`config.mk`:
```
export PLATFORM = sky130hd
export DESIGN_NAME = regfile_wb_arbiter
export DESIGN_NICKNAME = d
export VERILOG_FILES = /design/src/rtl/regfile_wb_arbiter.sv
export SDC_FILE = /design/constraint.sdc
export NUM_CORES = 1
export LEC_CHECK = 0
export ABC_AREA = 1
export CAP_MARGIN = 20
export CELL_PAD_IN_SITES_DETAIL_PLACEMENT = 0
export CELL_PAD_IN_SITES_GLOBAL_PLACEMENT = 1
export CORE_MARGIN = 2
export CORE_UTILIZATION = 31
export CTS_CLUSTER_SIZE = 28
export DETAILED_ROUTE_END_ITERATION = 6
export PLACE_DENSITY = 0.87
export REMOVE_ABC_BUFFERS = 1
export SLEW_MARGIN = 20
export SYNTH_ARGS = -nofsm -noshare
export SYNTH_HDL_FRONTEND = slang
export SYNTH_SLANG_ARGS = --single-unit
```
`constraint.sdc`:
```
create_clock -name clk -period 2.2 [get_ports clk]
set_clock_uncertainty 0.05 [all_clocks]
set_input_delay 0.44 -clock clk [delete_from_list [all_inputs] [get_ports clk]]
set_output_delay 0.44 -clock clk [all_outputs]
set_load 0.005 [all_outputs]
```
`src/rtl/regfile_wb_arbiter.sv`:
```
// Round-robin arbiter for the register_file write port, with a 32-entry busy scoreboard.
// Latency: one cycle from handshake to write_en/rd/rd_data; readable in the register file one cycle later.
// Backpressure: the losing requester sees ready low; alloc_ready drops on a WAW hazard.
module regfile_wb_arbiter #(
  parameter int xlen = 64
) (
  input  logic            clk,
  input  logic            rstn,
  input  logic            req0_valid,
  input  logic [4:0]      req0_rd,
  input  logic [xlen-1:0] req0_data,
  output logic            req0_ready,
  input  logic            req1_valid,
  input  logic [4:0]      req1_rd,
  input  logic [xlen-1:0] req1_data,
  output logic            req1_ready,
  input  logic            alloc_valid,
  input  logic [4:0]      alloc_rd,
  output logic            alloc_ready,
  input  logic [4:0]      rs1,
  input  logic [4:0]      rs2,
  output logic            rs1_busy,
  output logic            rs2_busy,
  output logic [4:0]      rd,
  output logic [xlen-1:0] rd_data,
  output logic            write_en
);

  logic [31:0]     busy;
  logic [31:0]     busy_nxt;
  logic            prio;
  logic            grant0;
  logic            grant1;
  logic            hs;
  logic [4:0]      sel_rd;
  logic [xlen-1:0] sel_data;

  // prio=0 favours req0 under contention; a lone valid requester always wins.
  assign grant0 = rstn & req0_valid & (~req1_valid | ~prio);
  assign grant1 = rstn & req1_valid & (~req0_valid | prio);
  assign req0_ready = grant0;
  assign req1_ready = grant1;
  assign hs       = grant0 | grant1;
  assign sel_rd   = grant1 ? req1_rd : req0_rd;
  assign sel_data = grant1 ? req1_data : req0_data;

  assign alloc_ready = rstn & ((alloc_rd == 5'd0) | ~busy[alloc_rd]);
  assign rs1_busy    = busy[rs1];
  assign rs2_busy    = busy[rs2];

  // Clear applies first so a same-edge reservation of the same register wins.
  always_comb begin
    busy_nxt = busy;
    if (write_en) busy_nxt[rd] = 1'b0;
    if (alloc_valid && alloc_ready && (alloc_rd != 5'd0)) busy_nxt[alloc_rd] = 1'b1;
    busy_nxt[0] = 1'b0;
  end

  always_ff @(posedge clk or negedge rstn) begin
    if (!rstn) begin
      busy     <= '0;
      prio     <= 1'b0;
      write_en <= 1'b0;
      rd       <= '0;
      rd_data  <= '0;
    end else begin
      busy     <= busy_nxt;
      write_en <= hs && (sel_rd != 5'd0);
      if (hs) begin
        rd      <= sel_rd;
        rd_data <= sel_data;
        prio    <= grant0;
      end
    end
  end

endmodule

```
## Word level (Yosys, flattened, before mapping)

Cells that the tools add are included.

- Bits in registers: 102
- Input bits: 158

- $lt $le $gt $ge: 6
- Muxes and demuxes: 14
- Bitwise logic cells: 16
- Reductions and logical operators: 8

Operators by type and width:

| cell | number |
|---|---|
| 32-bit 2-to-1 mux | 2 |
| 64-bit 2-to-1 mux | 1 |
| 32-bit AND | 1 |
| 32-bit NOT | 1 |
| 32-bit bitwise OR | 1 |
| 5-bit by 6-bit < comparator with 1-bit output (second input constant) | 4 |
| 1-bit binary-select mux with 5-bit select | 3 |
| 1-bit demux with 5-bit select | 2 |
| 5-bit by 1-bit greater-or-equal comparator with 1-bit output (second input constant) | 2 |
| 5-bit nonzero test | 2 |
| 1-bit AND | 5 |
| 1-bit logical AND | 5 |
| 5-bit logical NOT | 1 |
| 1-bit 2-to-1 mux | 5 |
| 5-bit 2-to-1 mux | 1 |
| 1-bit NOT | 4 |
| 1-bit bitwise OR | 4 |

## Longest topological paths before layout

Gate-level depths: netlist (run 1).

- Depth after elaboration: 9
- Depth in mapped cells: 15
- Depth with buffers taken out: 12

## Worst setup path before layout (run 1)

Ideal clock, no wire load.

- Path type: input-to-output
- From: in alloc_rd[0]
- To: out alloc_ready
- Data arrival time: 1.492 ns
- Data required time: 1.710 ns
- Path slack: 0.218 ns
- Stages: 12
- Buffers on the path: 3
- Cell sequence: buf_6 inv_6 buf_6 nor2_1 nand2_1 nand3_1 nand2_1 nand2_1 nor2_1 nand2_2 nor2_8 buf_12

- Longest elaborated chain between the ends: 5
- Elaborated cells between the ends (all ways): 6

Ends and longest elaborated chain:

| item | line | RTL |
|---|---|---|
| start: declaration | 18 | `input logic [4:0] alloc_rd,` |
| 1-bit binary-select mux with 5-bit select | 47 | `assign alloc_ready = rstn & ((alloc_rd == 5'd0) \| ~busy[alloc_rd]);` |
| 1-bit 2-to-1 mux (implied by the code) | 47 |  |
| 1-bit NOT | 47 |  |
| 1-bit bitwise OR (*) | 47 |  |
| 1-bit AND (*) | 47 |  |
| end: declaration | 19 | `output logic alloc_ready,` |

Mark *: on every way between the ends. The rest lies on a longest branch, timed or not. The select of a mux whose other input is x is not followed.

## Worst setup path in the final report (run 1)

- From: reg busy[26]
- To: out rs1_busy

- Longest elaborated chain between the ends: 2

Ends and longest elaborated chain:

| item | line | RTL |
|---|---|---|
| start: declaration | 29 | `logic [31:0] busy;` |
| start signal: assignment | 67 | `busy <= busy_nxt;` |
| 1-bit binary-select mux with 5-bit select | 48 | `assign rs1_busy = busy[rs1];` |
| 1-bit 2-to-1 mux (implied by the code) | 48 |  |
| end: declaration | 22 | `output logic rs1_busy,` |

No other way between the ends. The select of a mux whose other input is x is not followed.

==> results of run 1 <==
## critical path, cell delays in order, from the launching register on
cell and delay [ps]:
dfrtp_2 450, o21ai_1 140, nor2_1 50, a21oi_1 130
a21oi_1 80, nand2_1 60, nand2_1 50, nand2_1 50
nand2_1 40, dlygate4sd2_1 250
## area by class of cell
| type | count | share of cell area [%] |
|---|---|---|
| antenna | 1 | 0.0272 |
| clock buffer | 11 | 2.75 |
| clock inverter | 5 | 0.884 |
| inverter | 37 | 1.59 |
| multi-input combinational | 612 | 32.2 |
| sequential | 102 | 27.8 |
| tap | 234 | 3.18 |
| timing repair buffer | 292 | 31.5 |
## final timing paths
check / slack [ps] / startpoint / cells after the start / endpoint
max: 50 / busy[26] / 9 / rs1_busy
min: 140 / rstn / 2 / prio
max reg2reg: 280 / busy[13] / 12 / busy[31]
min reg2reg: 430 / rd_data[60] / 2 / rd_data[60]
max in group asynchronous: 1150 / rstn / 2 / busy[12]
min in group clk: 430 / rd_data[60] / 2 / rd_data[60]
## metal layers
| metal | wire length, um | track usage [%] | up-vias |
|---|---|---|---|
| li1 | - | - | 3160 |
| met1 | 9210 | 28.5 | 3074 |
| met2 | 11300 | 38.6 | 248 |
| met3 | 2170 | 7.83 | 30 |
| met4 | 512 | 7.00 | 0 |
| met5 | 0 | 0 | - |
## stage by stage
step / cells / area [um2]
floorplan: 751 / 5600
global placement: 1269 / 8730
detailed placement: 1269 / 8730
CTS: 1289 / 9170
global route: 1294 / 9200
finish: 1294 / 9200
## where the power goes
group | leakage (nW) | internal [mW] | total (mW) | switching (mW)
Clock | 0.162 | 1.06 | 1.81 | 0.749
Combinational | 2.61 | 1.37 | 2.60 | 1.23
Sequential | 1.16 | 2.43 | 3.00 | 0.579
Total | 3.93 | 4.86 | 7.41 | 2.55
## state kept, by name, indices dropped and copies added (netlist names)
signal / flops
rd: 5
rd_data: 64
busy: 31
write_en: 1
prio: 1
## logic make-up after synthesis
kind of cell / Yosys count
compound gates: 217
buf+inv: 80
flops: 102
mux: 5
simple gates: 390
## cells in the final DEF (no fill, tap or decap), types with 2 or more instances in the layout
master	instances
o211ai_1	5
nand3_2	29
bufinv_16	2
nor3_2	4
nand2_2	4
clkbuf_2	3
buf_2	2
nand2_1	193
buf_6	6
nand3_1	27
dfrtp_1	95
buf_12	9
nor2_2	2
inv_2	9
nor2_1	125
o221ai_1	10
clkbuf_8	2
a21oi_1	68
buf_4	45
clkbuf_16	9
nor3_1	3
o21ai_1	15
mux2i_1	5
o21ai_0	116
dfrtp_2	7
clkdlybuf4s50_1	215
dlygate4sd2_1	7
clkdlybuf4s15_2	3
inv_1	26
## timing repair
item                       CTS  global route
buffers inserted             2             3
hold buffers                 1             0
cloned                       1             1
pin swaps                    5             8
setup endpoints to repair   36             3
gates resized for setup     57            30
hold endpoints to repair     9             0
==> impl_metrics.yaml, run 1 <==
yosys:
  synth_fa_ha_area_share_pct: 0
  yosys_warnings: 0
  synth.most_common_cell: "nand2_1"
  synthArstFlopShare_pct: 100
  synth_edf_count: 0
  synth-seq-cells: 102
  ys_seq_area_share_pct: 43.7
  synth_xor_area_share_pct: 0
  synth.mux.area_fraction_pct: 0.857
  synth_top_family_by_area: "simple AND/OR/NAND/NOR gates"
  synth_compound_area_share_pct: 19.5
  syn_area_per_cell_um2: 7.36
  yosys.area_share.simple_pct: 29.4
  synth_top_area_share_pct: 43.7
  netlist_instances: 794
  synthesis.area_um2: 5840
  yosys.area.top_type: "dfrtp_1"
  dominantRegCellSynth: "dfrtp_1"
  synth_cell_types: 24
  synth.area.top_cells: "dfrtp_1 (44%), nand2_1 (12%), o21ai_0 (11%)"
  synthTopCellsByCount: "nand2_1 (194), o21ai_0 (132), nor2_1 (127), dfrtp_1 (102), a21oi_1 (69)"
critical_path:
  cp_data_required_time_ps: 1710
  worst-setup-path-type: "register to primary output"
  start_kind: "register"
  crit_arrival_ps: 1660
  crit_fanout: 4
  end_kind: "primary output"
status:
  status: "complete, no violations"
grt:
  grt_pass1_wl_um: 35900
  antenna_found_initial: 1
  track_usage_pct: 23.2
  grt_pass1_vias: 6333
  grt_start_max_net_pins: 66
  gr-total-overflow: 0
floorplanning:
  io_pins: 233
  die_x_um: 141
  core.rowCount: 50
  dieHeight_um: 141
  start_util_pct: 31.4
  dieArea_um2: 20000
  core_area_um2: 18600
clocking:
  clk_latency_ps: 360
  cts_tree: "done"
  clock-sinks: 102
  ctsHtreeMaxLevel: 3
  root_buffer: "clkbuf_16"
  clkTransAtPathRegs_ps: 70
  clock_path_buffers: 2
  cts_made_buffers: 9
final_layout:
  area_delta_synth_final_pct: 57.5
  nets: 1212
  fillCellCount: 1816
  multi_input_area_um2: 2960
  final_util_pct: 49.5
  final_layout_size_suffix_gt1_share_pct: 13.9
  ff_latch_area_um2: 2560
timing:
  hold_violations: 0
  fin_tns_setup_ps: 0
  rsz0062_at_grt: "true"
  holdWs_ps: 142
  fin_ws_ps: 49.5
  slew_headroom_pct: 50.5
  worst_pin_slew_ps: 742
  maxSlewViolCount: 0
  max_freq_mhz: 465
  finalSetupViolations: 0
  period_share_pct: 97.7
  min_period_ps: 2150
pwr:
  cellPowerDensity_nw_per_um2: 806
  ir_worst_vdd_uv: 430
  finalPower_mw: 7.41
  p_leak_nw: 3.93
drt:
  via_count: 6512
  first_iter_violations: 356
  drcViolationCount: 0
  ant_nets: 0
  vias_per_cell: 5.03
  routed_wl_um: 23200
  dr.pass1.iters: 5
  wl_per_cell_um: 17.9
placed_design:
  io_buffers: 232
  gp_congestion: 0.954
  dpl.hpwl_um: 17100
  pre_cts_ws_ps: -692
worst_hold_path:
  hold_class: "primary input to async pin"
job:
  cap_viol_max_count: 0
Power figures use the tool's default switching activity.
==> inputs of run 2 (changes only) <==
- MAX_ROUTING_LAYER: unset -> met4
==> run 2 against run 1 <==
Against the previous run:
- combinational power fell by 3%
- critical path depth unchanged
- sequential share of layout area is 0.13 points higher
- flip-flop and latch count did not move
- first-iteration DRC count decreased by 2.2%
- setup slack gained 51 ps
- hold slack better by 290 ps
- clock-buffer cell count is the same
- clock power fell by 8%
- design area is 0.69% lower
- non-clock buffer count is 1 lower
- maximum frequency up 2.4%
- critical path type is now primary input to primary output
- largest power group unchanged
==> impl_metrics.yaml, run 2 (synthesis gave the netlist of run 1 again) <==
clocking:
  clkTransAtPathRegs_ps: 70
  cts_made_buffers: 9
  clk_latency_ps: 340
  cts_tree: "done"
  clock-sinks: 102
  root_buffer: "clkbuf_16"
  ctsHtreeMaxLevel: 3
  clock_path_buffers: 2
worst_hold_path:
  whs_path_depth: 2
  hold_class: "register to register"
final_layout:
  multi_input_area_um2: 2970
  nets: 1211
  final_layout_size_suffix_gt1_share_pct: 13.6
  top_regs: "rd_data x64, busy x31, rd x5"
  largest_register: "rd_data"
  largest_reg_flops: 64
  final_cell_area_um2: 9140
  final_common_cell: "clkdlybuf4s50_1"
  final_cell_mix: "clkdlybuf4s50_1 (215), nand2_1 (193), o21ai_0 (126)"
  ff_latch_area_um2: 2550
  area_delta_synth_final_pct: 56.4
  fillCellCount: 1799
pwr:
  swShare_pct: 35.0
  p_leak_nw: 3.90
  p_int_mw: 4.69
  p_seq_share_pct: 41.8
  cellPowerDensity_nw_per_um2: 790
  combPwrFrac_pct: 35.0
  ir_worst_vdd_uv: 420
  power_frac_clock_pct: 23.2
  p_switching_mw: 2.53
placed_design:
  pre_cts_ws_ps: -663
  dpl.hpwl_um: 17100
  gp_congestion: 0.933
  io_buffers: 232
  place_area_um2: 8700
critical_path:
  crit_fanout: 4
  cp_data_required_time_ps: 1710
  crit_slowest_cell: "dlygate4sd2_1"
  critical_path_buf_inv_count: 3
  cp_top_family: "simple AND/OR/NAND/NOR gates"
  cp_slowest_stage_delay_ps: 280
  cp_common_cell: "nand2_1"
  r2r.worst_path.cells: 12
  worst-setup-path-type: "primary input to primary output"
  rrSetupSlack_ps: 290
  start_kind: "primary input"
  crit_chain: "dlygate4sd2_1, buf_4, nor3_2, nand2_1, nand2_1, nor2_2, nand2_2, nor2_8, buf_6"
  end_kind: "primary output"
  crit_arrival_ps: 1610
  crit_cells: 9
grt:
  track_usage_pct: 23.9
  antenna_found_initial: 3
  grt_pass1_wl_um: 36000
  grt_pass1_vias: 6497
  grt_start_max_net_pins: 66
  gr-total-overflow: 0
drt:
  ant_nets: 0
  wl_per_cell_um: 17.8
  drcViolationCount: 0
  vias_per_cell: 5.03
  via_count: 6508
  first_iter_violations: 348
  dr.pass1.iters: 5
  routed_wl_um: 23100
timing:
  rsz0062_at_grt: "true"
  worst_pin_slew_ps: 687
  hold_violations: 0
  slew_headroom_pct: 54.2
  period_share_pct: 95.4
  fin_ws_ps: 100
  holdWs_ps: 432
  finalSetupViolations: 0
  max_freq_mhz: 476
  maxSlewViolCount: 0
  fin_tns_setup_ps: 0
  min_period_ps: 2100
job:
  cap_viol_max_count: 0
floorplanning:
  die_x_um: 141
  dieArea_um2: 20000
  io_pins: 233
  start_util_pct: 31.4
  core.rowCount: 50
  dieHeight_um: 141
  core_area_um2: 18600
status:
  status: "complete, no violations"
run 2: worst register-to-register path: cells and delay by family (launching register included):
family,cells,cell delay (ps)
buf+inv,1,420
simple gates,11,940
flops,1,450
run 2: path summary, 6_finish.rpt:
check / start / to
max: alloc_rd[2] / alloc_ready
max in group asynchronous: rstn / rd_data[36]
max reg2reg: busy[27] / busy[1]
min reg2reg: rd_data[10] / rd_data[10]
min in group asynchronous: rstn / prio
min: rd_data[10] / rd_data[10]
run 2: cell type report:
class | instances | area share [%]
multi-input cells | 612 | 32.5
repair buffers | 291 | 31.3
flip-flops and latches | 102 | 28.0
well taps | 234 | 3.20
clock buffers | 11 | 2.77
inverters | 37 | 1.57
clock inverters | 5 | 0.630
diodes | 3 | 0.0822
run 2: timing repair:
action,4_1_cts,5_1_grt
gates cloned,1,0
endpoints found under the hold margin,1,0
setup endpoints to repair,34,14
gates resized for setup,53,28
buffers inserted,3,1
hold buffers,1,0
pin swaps,4,12
run 2: power groups by stage:
stage,clock (mW),sequential [mW],combinational (mW)
global placement,0,3.02,2.47
global route,1.78,3.08,2.82
CTS,1.70,2.99,2.51
floorplan,0,2.80,1.04
detailed placement,0,3.01,2.48
finish,1.67,3.02,2.53
run 2: through the flow:
step | cells | power [mW] | utilization (%)
2_1_floorplan | 751 | 3.84 | -
4_1_cts | 1291 | 7.21 | 49.2
3_5_place_dp | 1270 | 5.49 | 46.8
5_1_grt | 1295 | 7.68 | 49.2
6_report | 1295 | 7.22 | 49.2
3_3_place_gp | 1270 | 5.49 | 46.8
run 2: routing by layer:
metal / part of all wire [%] / global-route usage (%) / vias to the layer above / wire (um)
met2: 47 / 37.5 / 240 / 10900
met4: 3.2 / 8.47 / 0 / 736
li1: - / - / 3153 / -
met3: 9.4 / 8.50 / 41 / 2160
met1: 40 / 28.6 / 3074 / 9340
met5: 0 / - / - / 0
